### config.mk
export PLATFORM = sky130hd
export DESIGN_NAME = vstage_fork_buff
export DESIGN_NICKNAME = d
export VERILOG_FILES = /design/src/rtl/vstage_fork_buff.sv
export SDC_FILE = /design/constraint.sdc
export NUM_CORES = 1
export LEC_CHECK = 0
export CELL_PAD_IN_SITES_DETAIL_PLACEMENT = 1
export CELL_PAD_IN_SITES_GLOBAL_PLACEMENT = 2
export CORE_UTILIZATION = 36
export CTS_CLUSTER_DIAMETER = 80
export DETAILED_ROUTE_END_ITERATION = 6
export PLACE_DENSITY_LB_ADDON = 0.1
export SYNTH_ARGS = -nofsm -noshare
export SYNTH_HDL_FRONTEND = slang
export SYNTH_SLANG_ARGS = --single-unit
### constraint.sdc
create_clock -name clk -period 11.6 [get_ports clk]
set_clock_uncertainty 0.2 [all_clocks]
set_input_delay 1.16 -clock clk [delete_from_list [all_inputs] [get_ports clk]]
set_output_delay 1.16 -clock clk [all_outputs]
set_load 0.02 [all_outputs]
### src/rtl/vstage_fork_buff.sv
// rtl/vstage_fork_buff.sv - Elastic DEPTH-entry buffer forking each entry to NUM_OUT consumers
module vstage_fork_buff #(
  parameter int DW      = 32,
  parameter int DEPTH   = 2,
  parameter int NUM_OUT = 2
) (
  input  logic                       clk,
  input  logic                       rst,
  input  logic                       flush_i,
  input  logic [DW-1:0]              data_i,
  input  logic                       valid_i,
  output logic                       ready_o,
  output logic [DW-1:0]              data_o,
  output logic [NUM_OUT-1:0]         valid_o,
  input  logic [NUM_OUT-1:0]         ready_i,
  output logic [$clog2(DEPTH+1)-1:0] count_o,
  output logic                       idle_o
);

  localparam int AW = $clog2(DEPTH);
  localparam int CW = $clog2(DEPTH+1);

  logic [DW-1:0]      mem_q [DEPTH];
  logic [AW-1:0]      wp_q, wp_d;
  logic [AW-1:0]      rp_q, rp_d;
  logic [CW-1:0]      cnt_q, cnt_d;
  logic [NUM_OUT-1:0] taken_q, taken_d;

  logic               full, empty;
  logic               push, retire;
  logic [NUM_OUT-1:0] fire, done;

  assign full  = (cnt_q == CW'(DEPTH));
  assign empty = (cnt_q == '0);

  // Outputs come from registered state only, so ready_i never reaches ready_o
  // and valid_i never reaches valid_o combinationally.
  assign ready_o = ~full;
  assign valid_o = {NUM_OUT{~empty}} & ~taken_q;
  assign data_o  = mem_q[rp_q];
  assign idle_o  = empty;
  assign count_o = cnt_q;

  assign push   = valid_i & ready_o;
  assign fire   = valid_o & ready_i;
  assign done   = taken_q | fire;
  assign retire = ~empty & (&done);

  // Next-state: flush wins over everything; otherwise push/retire move the pointers.
  always_comb begin
    wp_d    = wp_q;
    rp_d    = rp_q;
    cnt_d   = cnt_q;
    taken_d = taken_q;
    if (flush_i) begin
      wp_d    = '0;
      rp_d    = '0;
      cnt_d   = '0;
      taken_d = '0;
    end else begin
      if (push) begin
        wp_d = wp_q + AW'(1);
      end
      if (retire) begin
        rp_d    = rp_q + AW'(1);
        taken_d = '0;
      end else begin
        taken_d = taken_q | fire;
      end
      if (push && !retire) begin
        cnt_d = cnt_q + CW'(1);
      end else if (!push && retire) begin
        cnt_d = cnt_q - CW'(1);
      end
    end
  end

  // Control state register; storage contents are deliberately left unreset.
  always_ff @(posedge clk or posedge rst) begin
    if (rst) begin
      wp_q    <= '0;
      rp_q    <= '0;
      cnt_q   <= '0;
      taken_q <= '0;
    end else begin
      wp_q    <= wp_d;
      rp_q    <= rp_d;
      cnt_q   <= cnt_d;
      taken_q <= taken_d;
    end
  end

  // Payload storage write; a push in a flush cycle is discarded.
  always_ff @(posedge clk) begin
    if (push && !flush_i) begin
      mem_q[wp_q] <= data_i;
    end
  end

  a_no_push_full: assert property (@(posedge clk) disable iff (rst) !(push && full));
  a_no_retire_empty: assert property (@(posedge clk) disable iff (rst) !(retire && empty));
  a_cnt_bound: assert property (@(posedge clk) disable iff (rst) cnt_q <= CW'(DEPTH));

endmodule

==> reports/metrics.cfg, run 1 <==
[detailed_routing]
route.vias.total = 1496
viasPerCell = 4.62
first_pass_iters = 4
ant_nets = 0
routed_wl_um = 5300
drc = 0
wire_per_inst_um = 16.3
drtIter0Drc = 39

[clock_tree]
cts_root_buf = clkbuf_8
cts_resized = 0
h-tree-depth = 3
cts_hold_buf = 0
cts_buffers = 9
cts_setup_buffers = 0
clock_sinks = 70
path_clk_slew_ns = 0.06
clk_path_buf_depth = 2
clkLatencyLatePin_ns = 0.33
cts_tree = done

[logic_synthesis]
syn_area_per_cell_um2 = 18.9
ys_ff_latch = 70
netlist_area_um2 = 2630
synth_cell_type_count = 21
mappedNetlistNets = 177
yosysWarnings = 0
yosysSeqAreaShare_pct = 78.7
syn-instance-count = 139

[pwr]
vdd_ir_drop_max_mv = 0.0737
p_per_area_nw_per_um2 = 164
totalPowerFinal_mw = 0.619
cellLeakagePower_nw = 1.30

[final_layout]
nNetsFinal = 261
most-common-layout-cells = 75 x clkdlybuf4s50_1, 64 x edfxtp_1, 32 x mux2_2
final_common_cell = clkdlybuf4s50_1
layout.cells.non_filler = 324
finish.instance_area_um2 = 3770
post-route-util_pct = 54.3
diodes = 0
areaGrowthSynthToFinish_pct = 43.3
drive_above_1_share_pct = 23.7

[timing]
grt_setup_unrepaired = false
relSlewSlack_pct = 42.5
tightest_slew_ns = 0.858
setup_violations = 0
final-hold-violation-count = 0
hold_slack_ns = 0.401
setup-tns-final_ns = 0
post-route-period-util_pct = 31.1
min_period_ns = 3.60
slew_viol_final = 0
fmax_mhz = 277
finalWorstSetupSlack_ns = 8.00

[min_path]
hold_path_class = reg -> reg

[global_routing]
grt_util_all_layers_pct = 14.8
grt_pass1_vias = 1619
grt_max_degree = 27
grt_pass1_wl_um = 7970
antenna_found_initial = 0
grt-ovfl-total = 0

[worst_setup_path]
crit_arrival_ns = 2.24
worst-path-max-fanout = 26
crit_path_start_kind = flop
worstSetupEndpointType = primary output
worstSetupPathType = reg -> out
worstPathRequired_ns = 10.24

[job]
drv_cap = 0

[run_status]
status = completed

[floorplanning]
rows = 30
die_width_um = 87.5
start_util_pct = 37.9
die-area_um2 = 7660
coreArea_um2 = 6940
die_y_um = 87.5
io_pins = 76

[placed_design]
numPlacedInstances = 308
placedInstanceArea_um2 = 3510
dp.final_hpwl_um = 3700
port_buffers = 75
place_congestion = 0.648
place_ws_ns = 8.05

cell usage after synthesis, drive strengths merged:
master  instances  share of area (%)
a21o            2               0.57
a21oi           5               0.95
a31oi           1               0.24
and3b           1               0.33
buf             5               0.90
dfrtp           6                5.7
edfxtp         64                 73
inv             4               0.57
mux2           32                 14
nand2           3               0.43
nand3           1               0.19
nor2            3               0.43
nor2b           1               0.24
nor3            3               0.57
nor3b           1               0.29
o21ai           3               0.57
o22ai           1               0.48
or2             1               0.33
or3             2               0.48
critical path, cell delays in order, from the launching register on:
cell,delay (ns)
dfrtp_1,0.56
buf_4,0.40
mux2_2,0.40
clkdlybuf4s50_1,0.55
path summary, 6_finish.rpt:
| kind | slack (ns) | cells past startpoint | to | from |
|---|---|---|---|---|
| setup reg to reg | 9.12 | 5 | mem_q[1][13]$_DFFE_PP_ | count_o[1]$_DFFE_PP0P_ |
| setup / recovery | 8.00 | 3 | data_o[13] | rp_q$_DFFE_PP0P_ |
| max in group asynchronous | 10.14 | 2 | taken_q[0]$_DFF_PP0_ | rst |
| hold reg to reg | 0.40 | 2 | wp_q$_DFFE_PP0P_ | wp_q$_DFFE_PP0P_ |
| min in group asynchronous | 0.86 | 2 | count_o[1]$_DFFE_PP0P_ | rst |
| hold / removal | 0.40 | 2 | wp_q$_DFFE_PP0P_ | wp_q$_DFFE_PP0P_ |
routing by layer:
metal / GRT usage (%) / share of wire (%)
met1: 16.0 / 40
met2: 26.0 / 53
met3: 3.89 / 4.3
met4: 8.79 / 2.6
met5: 0 / 0
kinds of logic (layout without fill, tap and decap cells):
kind of cell,after synthesis,in the layout,synth area share (%)
AND/OR/NAND/NOR,16,16,3.28
buffers and inverters,9,98,1.47
multiplexers,32,32,13.7
AO/OA/AOI/OAI,12,12,2.81
flip-flops,70,70,78.7
power breakdown:
| part | internal, mW | leakage, nW | switching (mW) | total, mW |
|---|---|---|---|---|
| combinational | 0.0418 | 0.501 | 0.0375 | 0.0793 |
| clock | 0.163 | 0.128 | 0.0855 | 0.249 |
| sequential | 0.287 | 0.668 | 0.00437 | 0.291 |
registers in the layout (all words and copies together) (netlist names):
signal	flops
rp_q	1
count_o	2
mem_q	64
wp_q	1
taken_q	2
final cells by class:
class | instances | area [um2]
tap | 96 | 120
fill | 659 | 3170
clock buffer | 9 | 124
multi-input combinational | 60 | 531
inverter | 4 | 15.0
clock inverter | 7 | 136
timing repair buffer | 78 | 773
sequential | 70 | 2070
Note: power is estimated with default switching activity, not from simulation.
==> run 2: changes to the inputs <==
- CORE_UTILIZATION: 36 -> 33
- clock period: 11.6 -> 3.6 ns (I/O delays scaled with it)
==> reports/metrics.cfg, run 2 (synthesis gave the netlist of run 1 again) <==
[detailed_routing]
drtIter0Drc = 47  ; +21%
drc = 0  ; unchanged
routed_wl_um = 5270  ; -0.53%
ant_nets = 0  ; unchanged
first_pass_iters = 2  ; -2
route.vias.total = 1517  ; +1.4%
wire_per_inst_um = 16.0  ; -2.3%
viasPerCell = 4.60  ; -0.44%

[run_status]
status = completed

[placed_design]
numPlacedInstances = 314  ; +1.9%
port_buffers = 75  ; unchanged
dp.final_hpwl_um = 3690  ; -0.15%
place_congestion = 0.701  ; +8.1%

[floorplanning]
start_util_pct = 34.1  ; -3.8 points
io_pins = 76  ; unchanged
die-area_um2 = 8330  ; +8.9%
die_y_um = 91.3  ; +4.3%
coreArea_um2 = 7730  ; +11%
die_width_um = 91.3  ; +4.3%
rows = 32  ; +6.7%

[clock_tree]
cts_tree = done
clkLatencyLatePin_ns = 0.33  ; about the same
h-tree-depth = 3  ; unchanged
cts_hold_buf = 0  ; unchanged
cts_buffers = 9  ; unchanged
cts_resized = 0  ; unchanged
clk_path_buf_depth = 2  ; unchanged
clock_sinks = 70  ; unchanged
cts_root_buf = clkbuf_8
cts_setup_buffers = 0  ; unchanged
path_clk_slew_ns = 0.07  ; about the same

[final_layout]
drive_above_1_share_pct = 23.7  ; unchanged
top_register = mem_q
post-route-util_pct = 49.3  ; -5.0 points
diodes = 0  ; unchanged
areaGrowthSynthToFinish_pct = 44.7
nNetsFinal = 261  ; unchanged
final_common_cell = clkdlybuf4s50_1
largest_reg_flops = 64  ; unchanged
most-common-layout-cells = 75 x clkdlybuf4s50_1, 64 x edfxtp_1, 32 x mux2_2
layout.cells.non_filler = 330  ; +1.9%

[worst_setup_path]
max_stage_delay_ns = 0.78  ; +0.22 ns
r2r_cells = 5  ; unchanged
worstSetupPathType = reg -> out
worst-path-stages = 3  ; unchanged
path_delay_family = buffers and inverters
slowest_stage = dfrtp_1
r2r_end = mem_q[1][24]$_DFFE_PP_
startpoint = rp_q$_DFFE_PP0P_
cp-endpoint = data_o[20]
worst-path-max-fanout = 19  ; -27%
worstPathRequired_ns = 3.04  ; -7.20 ns
crit_path_start_kind = flop
crit_arrival_ns = 2.28  ; +0.04 ns
crit_buf_inv = 2  ; unchanged
path_cells = buf_12 -> mux2_2 -> clkdlybuf4s50_1
worstSetupEndpointType = primary output
r2r_slack_ns = 1.37  ; -7.75 ns
reg2reg_from = count_o[1]$_DFFE_PP0P_

[timing]
tightest_slew_ns = 0.684  ; -0.174 ns
post-route-period-util_pct = 78.8
setup_violations = 0  ; unchanged
grt_setup_unrepaired = false
hold_slack_ns = 0.0471  ; -0.354 ns
final-hold-violation-count = 0  ; unchanged
min_period_ns = 2.84
fmax_mhz = 353
relSlewSlack_pct = 54.4  ; +12 points
slew_viol_final = 0  ; unchanged
setup-tns-final_ns = 0  ; unchanged

[pwr]
totalPowerFinal_mw = 1.94  ; +210%
p_comb_share_pct = 13.3  ; +0.5 points
p_per_area_nw_per_um2 = 511  ; +210%
p_sw_mw = 0.417  ; +230%
cellLeakagePower_nw = 1.30  ; +0.25%
vdd_ir_drop_max_mv = 0.216  ; +190%
p_sw_share_pct = 21.5  ; +0.88 points
power_frac_seq_pct = 48.4  ; +1.4 points
p_clk_share_pct = 38.3  ; -1.9 points
power.internal_mw = 1.53  ; +210%

[job]
drv_cap = 0  ; unchanged

[global_routing]
grt_pass1_wl_um = 8620  ; +8.1%
grt-ovfl-total = 0  ; unchanged
grt_util_all_layers_pct = 13.8  ; -0.97 points
grt_pass1_vias = 1752  ; +8.2%
antenna_found_initial = 0  ; unchanged
grt_max_degree = 23  ; -15%

[min_path]
hold_path_class = in -> async

-- run 2: changes by cell type in the layout (fill, tap and decap cells not counted), moves of 2 or more --
cell | previous run | this run
buf_4 | 3 | 0
buf_12 | 0 | 3
clkbuf_1 | 0 | 2
clkinv_1 | 2 | 0
-- run 2: power by group through the flow --
stage | clock, mW | sequential [mW] | combinational [mW]
final | 0.745 | 0.940 | 0.260
after global routing | 0.797 | 0.944 | 0.277
after detailed placement | 0 | 0.959 | 0.263
after CTS | 0.766 | 0.941 | 0.265
after global placement | 0 | 0.956 | 0.257
after floorplan | 0 | 0.952 | 0.124
-- run 2: final cells by class --
class                           instances  area [um2]
Clock inverter                          5         108
Sequential cell                        70        2070
Fill cell                             739        3920
Timing Repair Buffer                   78         811
Multi-Input combinational cell         60         543
Tap cell                              102         128
Clock buffer                           11         131
Inverter                                4        15.0
-- run 2: how the worst min path moves through the flow --
stage               cells after the start                      to                 start  slack [ns]
global route                            2  count_o[1]$_DFFE_PP0P_                   rst        0.08
finish                                  2  count_o[1]$_DFFE_PP0P_                   rst        0.05
floorplan                               1  count_o[0]$_DFFE_PP0P_                   rst       -0.05
detailed placement                      2    taken_q[1]$_DFF_PP0_                   rst        0.41
CTS                                     2  count_o[1]$_DFFE_PP0P_                   rst        0.04
global placement                        2    taken_q[0]$_DFF_PP0_  taken_q[0]$_DFF_PP0_        0.38
-- run 2: through the flow --
stage	worst slack, ns	cell area (um2)
after floorplan	0.709	2640
after global placement	1.11	3570
after detailed placement	1.05	3570
after CTS	0.702	3810
after global routing	0.619	3810
final	0.763	3810
-- run 2: routing by layer --
layer  vias to the layer above  GRT usage (%)  share of wire [%]
met3                         9           3.27                4.2
met5                         -              0                  0
li1                        708              -                  -
met4                         0           6.75                1.6
met2                        49           23.9                 53
met1                       751           16.1                 41
==> run 3: changes to the inputs <==
- clock period: 3.6 -> 2.7 ns (I/O delays scaled with it)
==> reports/metrics.cfg, run 3 (synthesis gave the netlist of run 1 again) <==
[timing]
min_period_ns = 2.53
slew_viol_final = 0  ; unchanged
setup-tns-final_ns = 0  ; unchanged
fmax_mhz = 396
post-route-period-util_pct = 93.6
finalWorstSetupSlack_ns = 0.173  ; -0.590 ns
tightest_slew_ns = 0.429  ; -0.256 ns
relSlewSlack_pct = 71.3  ; +17 points
setup_violations = 0  ; unchanged
final-hold-violation-count = 0  ; unchanged
grt_setup_unrepaired = false

[final_layout]
top_register = mem_q
most-common-layout-cells = 75 x clkdlybuf4s50_1, 64 x edfxtp_1, 32 x mux2_2
ff_latch_area_um2 = 2070  ; unchanged
multi_input_area_um2 = 543  ; unchanged
fill_cells = 755  ; +2.2%
layout.cells.non_filler = 334  ; +1.2%
diodes = 0  ; unchanged
nNetsFinal = 265  ; +1.5%
largest_reg_flops = 64  ; unchanged
areaGrowthSynthToFinish_pct = 42.8
drive_above_1_share_pct = 24.1  ; +0.45 points
final_common_cell = clkdlybuf4s50_1

[pwr]
vdd_ir_drop_max_mv = 0.281  ; +30%
p_per_area_nw_per_um2 = 635  ; +24%
cellLeakagePower_nw = 1.29  ; -1.0%

[worst_setup_path]
worstPathRequired_ns = 2.23  ; -0.81 ns
crit_path_start_kind = flop
worst-path-max-fanout = 10  ; -9
crit_arrival_ns = 2.06  ; -0.22 ns
worstSetupPathType = reg -> out
cp-endpoint = data_o[5]
startpoint = rp_q$_DFFE_PP0P_
r2r_slack_ns = 0.79  ; -0.58 ns
r2r_cells = 5  ; unchanged
r2r_end = mem_q[1][19]$_DFFE_PP_
reg2reg_from = count_o[1]$_DFFE_PP0P_
worstSetupEndpointType = primary output

[detailed_routing]
drc = 0  ; unchanged
wire_per_inst_um = 15.9  ; -0.58%
route.vias.total = 1517  ; unchanged
drtIter0Drc = 42  ; -11%
viasPerCell = 4.54  ; -1.2%
first_pass_iters = 4  ; +2
routed_wl_um = 5300  ; +0.63%
ant_nets = 0  ; unchanged

[floorplanning]
rows = 32  ; unchanged
die_width_um = 91.3  ; unchanged
die_y_um = 91.3  ; unchanged
die-area_um2 = 8330  ; unchanged
coreArea_um2 = 7730  ; unchanged
start_util_pct = 34.1  ; unchanged
io_pins = 76  ; unchanged

[clock_tree]
path_clk_slew_ns = 0.07  ; about the same
cts_tree = done
clk_path_buf_depth = 2  ; unchanged
cts_root_buf = clkbuf_8
clock_sinks = 70  ; unchanged
h-tree-depth = 3  ; unchanged
cts_buffers = 9  ; unchanged
cts_setup_buffers = 0  ; unchanged
clkLatencyLatePin_ns = 0.33  ; about the same

[global_routing]
antenna_found_initial = 0  ; unchanged
grt_max_degree = 19  ; -17%
grt_pass1_vias = 1683  ; -3.9%
grt_pass1_wl_um = 8510  ; -1.3%
grt_util_all_layers_pct = 13.8  ; -0.054 points
grt-ovfl-total = 0  ; unchanged

[placed_design]
numPlacedInstances = 317  ; +0.96%
place_congestion = 0.757  ; +8.1%
place_ws_ns = 0.500  ; -0.549 ns
dp.final_hpwl_um = 3690  ; about the same
port_buffers = 75  ; unchanged

[job]
drv_cap = 0  ; unchanged

[run_status]
status = completed

[min_path]
hold_path_class = in -> reg

## run 3: changes by cell type in the layout (fill, tap and decap cells not counted), moves of 2 or more
cell | previous run | this run
buf_4 | 0 | 5
clkinv_4 | 2 | 0
buf_12 | 3 | 1
bufinv_16 | 3 | 1
clkinv_2 | 0 | 2
## run 3: where the power goes
group,internal [mW],switching [mW]
clock,0.425,0.363
sequential,1.23,0.0193
combinational,0.188,0.162
## run 3: area by class of cell
| class | count | area share (%) |
|---|---|---|
| flip-flops and latches | 70 | 55.1 |
| repair buffers | 82 | 21.8 |
| multi-input cells | 60 | 14.4 |
| clock buffers | 12 | 3.60 |
| well taps | 102 | 3.40 |
| clock inverters | 4 | 1.26 |
| inverters | 4 | 0.399 |
## run 3: worst min-delay path by stage
| stage | slack [ns] | to | start | cells past startpoint |
|---|---|---|---|---|
| after floorplan | -0.14 | count_o[0]$_DFFE_PP0P_ | rst | 1 |
| after global placement | 0.31 | taken_q[0]$_DFF_PP0_ | rst | 2 |
| after detailed placement | 0.35 | taken_q[1]$_DFF_PP0_ | rst | 2 |
| after CTS | 0.30 | mem_q[0][3]$_DFFE_PP_ | data_i[3] | 1 |
| after global routing | 0.31 | mem_q[0][0]$_DFFE_PP_ | data_i[0] | 1 |
| final | 0.32 | mem_q[0][3]$_DFFE_PP_ | data_i[3] | 1 |
## run 3: stage by stage
step | total power [mW] | util (%) | cell area, um2 | hold WS (ns)
global placement | 1.61 | 46.1 | 3570 | 0.310
CTS | 2.42 | 48.6 | 3760 | 0.299
finish | 2.39 | 48.6 | 3760 | 0.317
detailed placement | 1.63 | 46.1 | 3570 | 0.348
floorplan | 1.44 | - | 2650 | -0.139
global route | 2.48 | 48.6 | 3760 | 0.308
## run 3: repair_timing
| action | in CTS | in global routing |
|---|---|---|
| hold endpoints to repair | 6 | 0 |
| hold buffers | 1 | 0 |
| resized for setup | 0 | 0 |
## run 3: worst max-delay path, stage by stage, from the launching register on
cell	delay, ns
dfrtp_1	0.56
buf_4	0.27
mux2_2	0.36
clkdlybuf4s50_1	0.54
## run 3: per-layer routing
layer	part of all wire [%]	GRT usage [%]	up-vias
met2	53	24.2	47
met1	41	16.0	750
met3	4.3	3.43	9
li1	-	-	711
met5	0	0	-
met4	1.4	5.56	0
